File: config.mk
export PLATFORM = sky130hd
export DESIGN_NAME = pnr_peak_capture
export DESIGN_NICKNAME = d
export VERILOG_FILES = /design/src/rtl/pnr_pkg.sv /design/src/rtl/pnr_edge_trigger.sv /design/src/rtl/pnr_peak_capture.sv
export SDC_FILE = /design/constraint.sdc
export NUM_CORES = 1
export LEC_CHECK = 0
export ABC_AREA = 1
export BUFFER_PORTS_ARGS = -buffer_cell sky130_fd_sc_hd__buf_2
export CAP_MARGIN = 20
export CORE_ASPECT_RATIO = 0.8
export CORE_UTILIZATION = 40
export CTS_BUF_LIST = sky130_fd_sc_hd__clkbuf_2 sky130_fd_sc_hd__clkbuf_4 sky130_fd_sc_hd__clkbuf_8
export CTS_CLUSTER_SIZE = 16
export DETAILED_ROUTE_END_ITERATION = 12
export SYNTH_ARGS = -nofsm -noshare
export SYNTH_HDL_FRONTEND = slang
export SYNTH_SLANG_ARGS = --single-unit
File: constraint.sdc
create_clock -name ADC_CLK -period 2.4 [get_ports ADC_CLK]
set_clock_uncertainty 0.1 [all_clocks]
set_input_delay 0.12 -clock ADC_CLK [delete_from_list [all_inputs] [get_ports ADC_CLK]]
set_output_delay 0.12 -clock ADC_CLK [all_outputs]
set_load 0.02 [all_outputs]
File: src/rtl/pnr_pkg.sv
// Shared widths, state encoding and sample type for the PNR peak-capture slice.
package pnr_pkg;

  localparam int unsigned DW = 14;
  localparam int unsigned CW = 16;

  typedef logic signed [DW-1:0] sample_t;

  typedef enum logic [1:0] {
    IDLE,
    DELAY,
    WINDOW,
    REPORT
  } state_e;

endpackage

File: src/rtl/pnr_edge_trigger.sv
// Registers the trigger channel and pulses trig_o for one cycle on a signed rising
// threshold crossing; stays quiet until two post-reset samples are held.
module pnr_edge_trigger #(
  parameter int unsigned DW = pnr_pkg::DW
) (
  input  logic          clk_i,
  input  logic          rst_i,
  input  logic [DW-1:0] adc_b_i,
  input  logic [DW-1:0] level_i,
  output logic          trig_o
);

  logic signed [DW-1:0] sb_q;
  logic signed [DW-1:0] sb_prev_q;
  logic signed [DW-1:0] level;
  logic [1:0]           fill_q;

  assign level = $signed(level_i);

  always_ff @(posedge clk_i) begin
    if (rst_i) begin
      sb_q      <= '0;
      sb_prev_q <= '0;
      fill_q    <= '0;
    end else begin
      sb_q      <= $signed(adc_b_i);
      sb_prev_q <= sb_q;
      fill_q    <= {fill_q[0], 1'b1};
    end
  end

  // fill_q[1] marks sb_prev_q as holding a real sample rather than the reset value
  assign trig_o = fill_q[1] && (sb_prev_q < level) && (sb_q >= level);

endmodule

File: src/rtl/pnr_peak_capture.sv
// Captures the signed maximum of channel A over a delayed window after each accepted
// channel-B threshold crossing, and counts triggers rejected while busy.
module pnr_peak_capture
  import pnr_pkg::*;
#(
  parameter int unsigned DW = pnr_pkg::DW,
  parameter int unsigned CW = pnr_pkg::CW
) (
  input  logic          ADC_CLK,
  input  logic          RST,
  input  logic [DW-1:0] ADC_A,
  input  logic [DW-1:0] ADC_B,
  input  logic [DW-1:0] TRIG_LEVEL,
  input  logic [CW-1:0] TRIG_DELAY,
  input  logic [CW-1:0] WIN_LEN,
  output logic [DW-1:0] PEAK,
  output logic [CW-1:0] PEAK_POS,
  output logic          PEAK_VALID,
  output logic          BUSY,
  output logic [CW-1:0] MISSED_CNT
);

  state_e               state_q, state_d;
  logic signed [DW-1:0] sa_q;
  logic signed [DW-1:0] max_q, max_d;
  logic signed [DW-1:0] peak_q, peak_d;
  logic [CW-1:0]        pos_q, pos_d;
  logic [CW-1:0]        peak_pos_q, peak_pos_d;
  logic [CW-1:0]        cnt_q, cnt_d;
  logic [CW-1:0]        dly_q, dly_d;
  logic [CW-1:0]        len_q, len_d;
  logic [CW-1:0]        missed_q, missed_d;
  logic                 trig;

  pnr_edge_trigger #(.DW(DW)) u_trig (
    .clk_i   (ADC_CLK),
    .rst_i   (RST),
    .adc_b_i (ADC_B),
    .level_i (TRIG_LEVEL),
    .trig_o  (trig)
  );

  always_ff @(posedge ADC_CLK) begin
    if (RST) begin
      state_q    <= IDLE;
      sa_q       <= '0;
      max_q      <= '0;
      pos_q      <= '0;
      cnt_q      <= '0;
      dly_q      <= '0;
      len_q      <= '0;
      peak_q     <= '0;
      peak_pos_q <= '0;
      missed_q   <= '0;
    end else begin
      state_q    <= state_d;
      sa_q       <= $signed(ADC_A);
      max_q      <= max_d;
      pos_q      <= pos_d;
      cnt_q      <= cnt_d;
      dly_q      <= dly_d;
      len_q      <= len_d;
      peak_q     <= peak_d;
      peak_pos_q <= peak_pos_d;
      missed_q   <= missed_d;
    end
  end

  always_comb begin
    state_d    = state_q;
    max_d      = max_q;
    pos_d      = pos_q;
    cnt_d      = cnt_q;
    dly_d      = dly_q;
    len_d      = len_q;
    peak_d     = peak_q;
    peak_pos_d = peak_pos_q;
    missed_d   = missed_q;

    unique case (state_q)
      IDLE: begin
        if (trig) begin
          len_d = (WIN_LEN == '0) ? CW'(1) : WIN_LEN;
          if (TRIG_DELAY == '0) begin
            max_d   = sa_q;
            pos_d   = '0;
            cnt_d   = CW'(1);
            state_d = (len_d == CW'(1)) ? REPORT : WINDOW;
          end else begin
            dly_d   = TRIG_DELAY - CW'(1);
            state_d = DELAY;
          end
        end
      end
      DELAY: begin
        if (dly_q == '0) begin
          max_d   = sa_q;
          pos_d   = '0;
          cnt_d   = CW'(1);
          state_d = (len_q == CW'(1)) ? REPORT : WINDOW;
        end else begin
          dly_d = dly_q - CW'(1);
        end
      end
      WINDOW: begin
        if (sa_q > max_q) begin
          max_d = sa_q;
          pos_d = cnt_q;
        end
        cnt_d = cnt_q + CW'(1);
        // cnt_q counts samples already taken, so this one is the last when it equals L-1
        if (cnt_q == len_q - CW'(1)) state_d = REPORT;
      end
      REPORT: state_d = IDLE;
      default: state_d = IDLE;
    endcase

    // Result registers load on entry to REPORT and hold until the next one
    if (state_d == REPORT) begin
      peak_d     = max_d;
      peak_pos_d = pos_d;
    end

    if (trig && (state_q != IDLE) && (missed_q != '1)) missed_d = missed_q + CW'(1);
  end

  assign PEAK       = peak_q;
  assign PEAK_POS   = peak_pos_q;
  assign PEAK_VALID = (state_q == REPORT);
  assign BUSY       = (state_q != IDLE);
  assign MISSED_CNT = missed_q;

endmodule

==> impl_metrics.env <==
export IMPL_yosysMostFrequentCell="nand2_1"
export IMPL_place_congestion=0.8691
export IMPL_syn_nets=1683
export IMPL_slew_viol_final=0
export IMPL_postSynth_asyncResetShare_pct=0
export IMPL_clk_insertion_delay_late_ps=480
export IMPL_antenna_found_initial=0
export IMPL_nets=1894
export IMPL_slowest_delay_ps=340
export IMPL_grt_use_total_pct=21.68
export IMPL_grt_pass1_wl_mm=44.28
export IMPL_final_setup_viol_count=1
export IMPL_crit_buf_inv=2
export IMPL_wl_per_cell_um=12.98
export IMPL_crit_chain="ha_4 > nand2_2 > inv_2 > nand3_2 > nor3_4 > nand2_2 > nand3_2 > nand2_2 > nor2_4 > nand2_4 > nor2_8 > nand2_2 > nand2_4 > clkinvlp_4 > nor2_2 > nor2_1"
export IMPL_fmax_ghz=0.4162
export IMPL_final_core_util_pct=52.50
export IMPL_setup_slack_ps=-2.798
export IMPL_worstPathArrival_ps=2670
export IMPL_io_buffers=123
export IMPL_hp_class="in -> reg"
export IMPL_rows=51
export IMPL_htreeDepth=4
export IMPL_slew_headroom_pct=67.03
export IMPL_path_clk_slew_ps=90
export IMPL_area_growth_pct=28.05
export IMPL_synth_top_area_share_pct=33.97
export IMPL_initial_utilization_pct=41.00
export IMPL_synth_flop_cell="dfxtp_1"
export IMPL_criticalPathCategory="reg -> reg"
export IMPL_timing_hold_ws_ps=54.83
export IMPL_num_vias=10060
export IMPL_netlist_area_um2=10020
export IMPL_cts_tree="done"
export IMPL_die_h_um=143.6
export IMPL_powerDensity_nw_per_um2=741.3
export IMPL_synthCells=1561
export IMPL_grt_busiest_layer="met2"
export IMPL_synth_edf_count=0
export IMPL_violations="negative setup slack"
export IMPL_die_x_um=179.0
export IMPL_avgSynthCellArea_um2=6.419
export IMPL_final_hold_viol_count=0
export IMPL_cts_path_max_buffers=2
export IMPL_wl_mm=27.29
export IMPL_yosys_register_bits=170
export IMPL_status="finished, violations left"
export IMPL_diodes=0
export IMPL_ys_seq_area_share_pct=33.97
export IMPL_finalCriticalPeriod_ps=2403
export IMPL_cts_sinks=170
export IMPL_rsz0062_at_grt="yes"
export IMPL_drt_initial_drc_count=600
export IMPL_crit_required_ps=2670
export IMPL_design_area_um2=12830
export IMPL_numCtsBuffers=17
export IMPL_cp_start_kind="register"
export IMPL_fin_crit_sh_pct=100.1
export IMPL_nFillCells=2448
export IMPL_cts_root_buf="clkbuf_8"
export IMPL_use_met3_pct=3.254
export IMPL_cap_violations=0
export IMPL_cpMostUsedCell="nand2_2"
export IMPL_ys_types=41
export IMPL_antenna_left=0
export IMPL_met1_usage_pct=29.27
export IMPL_tightest_slew_ps=490.1
export IMPL_path_delay_family="simple AND/OR/NAND/NOR gates"
export IMPL_grt_start_max_net_pins=82
export IMPL_drc=0
export IMPL_peakVddDrop_uv=482.2
export IMPL_cpMaxStageDelayCell="dfxtp_2"
export IMPL_synthTopCellsByCount="nand2_1 (406), inv_1 (237), nor2_1 (206)"
export IMPL_core_area_um2=24440
export IMPL_hpwlAfterDp_mm=18.65
export IMPL_dieArea_um2=25690
export IMPL_via_per_inst=4.784
export IMPL_firstDrtPassIters=5
export IMPL_synthTopCellsByArea="dfxtp_1 (34%), nand2_1 (15%), inv_1 (8.9%), nor2_1 (7.7%), ha_1 (5.7%)"
export IMPL_post_place_ws_ps=-63.96
export IMPL_cp_end_kind="register"
export IMPL_use_met2_pct=36.07
export IMPL_grt_pass1_vias=9218
export IMPL_crit_fanout=8
export IMPL_placed_cell_area_um2=11370
export IMPL_overflow=0
export IMPL_post_route_cells_drive_above_1_share_pct=19.50
export IMPL_p_leak_nw=6.568
export IMPL_post_synth_top_area_cell="dfxtp_1"
export IMPL_yosys_warnings=0
export IMPL_io_pins=124
==> flip-flops by register name (all words and copies together) (netlist names), 14 cells and up <==
| register | cells |
|---|---|
| MISSED_CNT | 16 |
| PEAK | 14 |
| PEAK_POS | 16 |
| cnt_q | 16 |
| dly_q | 16 |
| len_q | 16 |
| max_q | 14 |
| pos_q | 16 |
| sa_q | 14 |
| u_trig.sb_prev_q | 14 |
| u_trig.sb_q | 14 |
==> final timing paths <==
kind | slack, ps | end | start | cells past startpoint
min reg2reg | 310 | u_trig.fill_q[1] | u_trig.fill_q[0] | 2
min | 50 | dly_q[15] | TRIG_DELAY[15] | 7
max reg2reg | -3 | dly_q[7] | u_trig.sb_prev_q[9] | 16
max | -3 | dly_q[7] | u_trig.sb_prev_q[9] | 16
==> worst register-to-register path, stage by stage, from the launching register on <==
cell and delay, ps:
dfxtp_2 340, ha_4 260, nand2_2 50, inv_2 60, nand3_2 70, nor3_4 200
nand2_2 80, nand3_2 70, nand2_2 70, nor2_4 160, nand2_4 100, nor2_8 140
nand2_2 70, nand2_4 110, clkinvlp_4 220, nor2_2 160, nor2_1 50
==> kinds of logic after synthesis <==
kind of cell | synth area share (%)
AOI/OAI and AO/OA | 10.46
xor gates and xnor gates | 3.022
adders and majority gates | 5.744
buffers and inverters | 11.81
DFF | 33.97
muxes | 0.09990
and+or+nand+nor | 34.89
==> layout make-up <==
| type | instances | area [um^2] | area share, % |
|---|---|---|---|
| clock buffer | 20 | 275.3 | 2.146 |
| sequential | 170 | 3410 | 26.58 |
| clock inverter | 12 | 161.4 | 1.258 |
| tap | 318 | 397.9 | 3.101 |
| timing repair buffer | 247 | 1882 | 14.67 |
| inverter | 243 | 920.9 | 7.178 |
| multi-input combinational | 1093 | 5783 | 45.08 |
==> layout by cell type, fill, tap and decap left out, drive strengths merged, types with 2 or more instances in the layout <==
cell type / n
ha: 46
a31oi: 2
a21oi: 96
nor2: 217
buf: 200
nor3: 25
clkbuf: 22
clkinvlp: 4
nand3b: 19
o211ai: 10
dfxtp: 170
nand4: 15
xnor2: 6
clkinv: 3
nand2: 413
nor4: 12
o21bai: 8
bufinv: 3
xor2: 26
or2: 6
nand3: 109
dlygate4sd3: 45
a21o: 2
o21ai: 77
inv: 245
==> routing by layer <==
layer / vias to the layer above / share of wire, %
met2: 208 / 46
met1: 4506 / 49
met4: 0 / 1.0
met5: - / 0
li1: 5328 / -
met3: 19 / 4.3
==> metrics by stage <==
stage	std cells	power [mW]	setup TNS (ps)
6_report	2103	9.511	-2.798
5_1_grt	2103	10.18	-7310
4_1_cts	2095	9.312	-20.04
3_5_place_dp	2013	6.862	-423.1
3_3_place_gp	2013	6.822	-139.9
2_1_floorplan	1561	5.720	0
==> timing repair <==
| item | 4_1_cts | 5_1_grt |
|---|---|---|
| buffers inserted | 3 | 7 |
| pin swaps | 6 | 27 |
| cloned | 2 | 2 |
| hold buffers | 45 | 0 |
| endpoints found under the setup margin | 39 | 119 |
| endpoints found under the hold margin | 51 | 0 |
| resized for setup | 25 | 90 |
==> power breakdown <==
part,switching (mW),internal (mW),leakage [nW]
Sequential,0.196,3.12,1.39
Combinational,2.38,1.55,4.97
Clock,1.14,1.13,0.213
(Power assumes the default switching activity.)
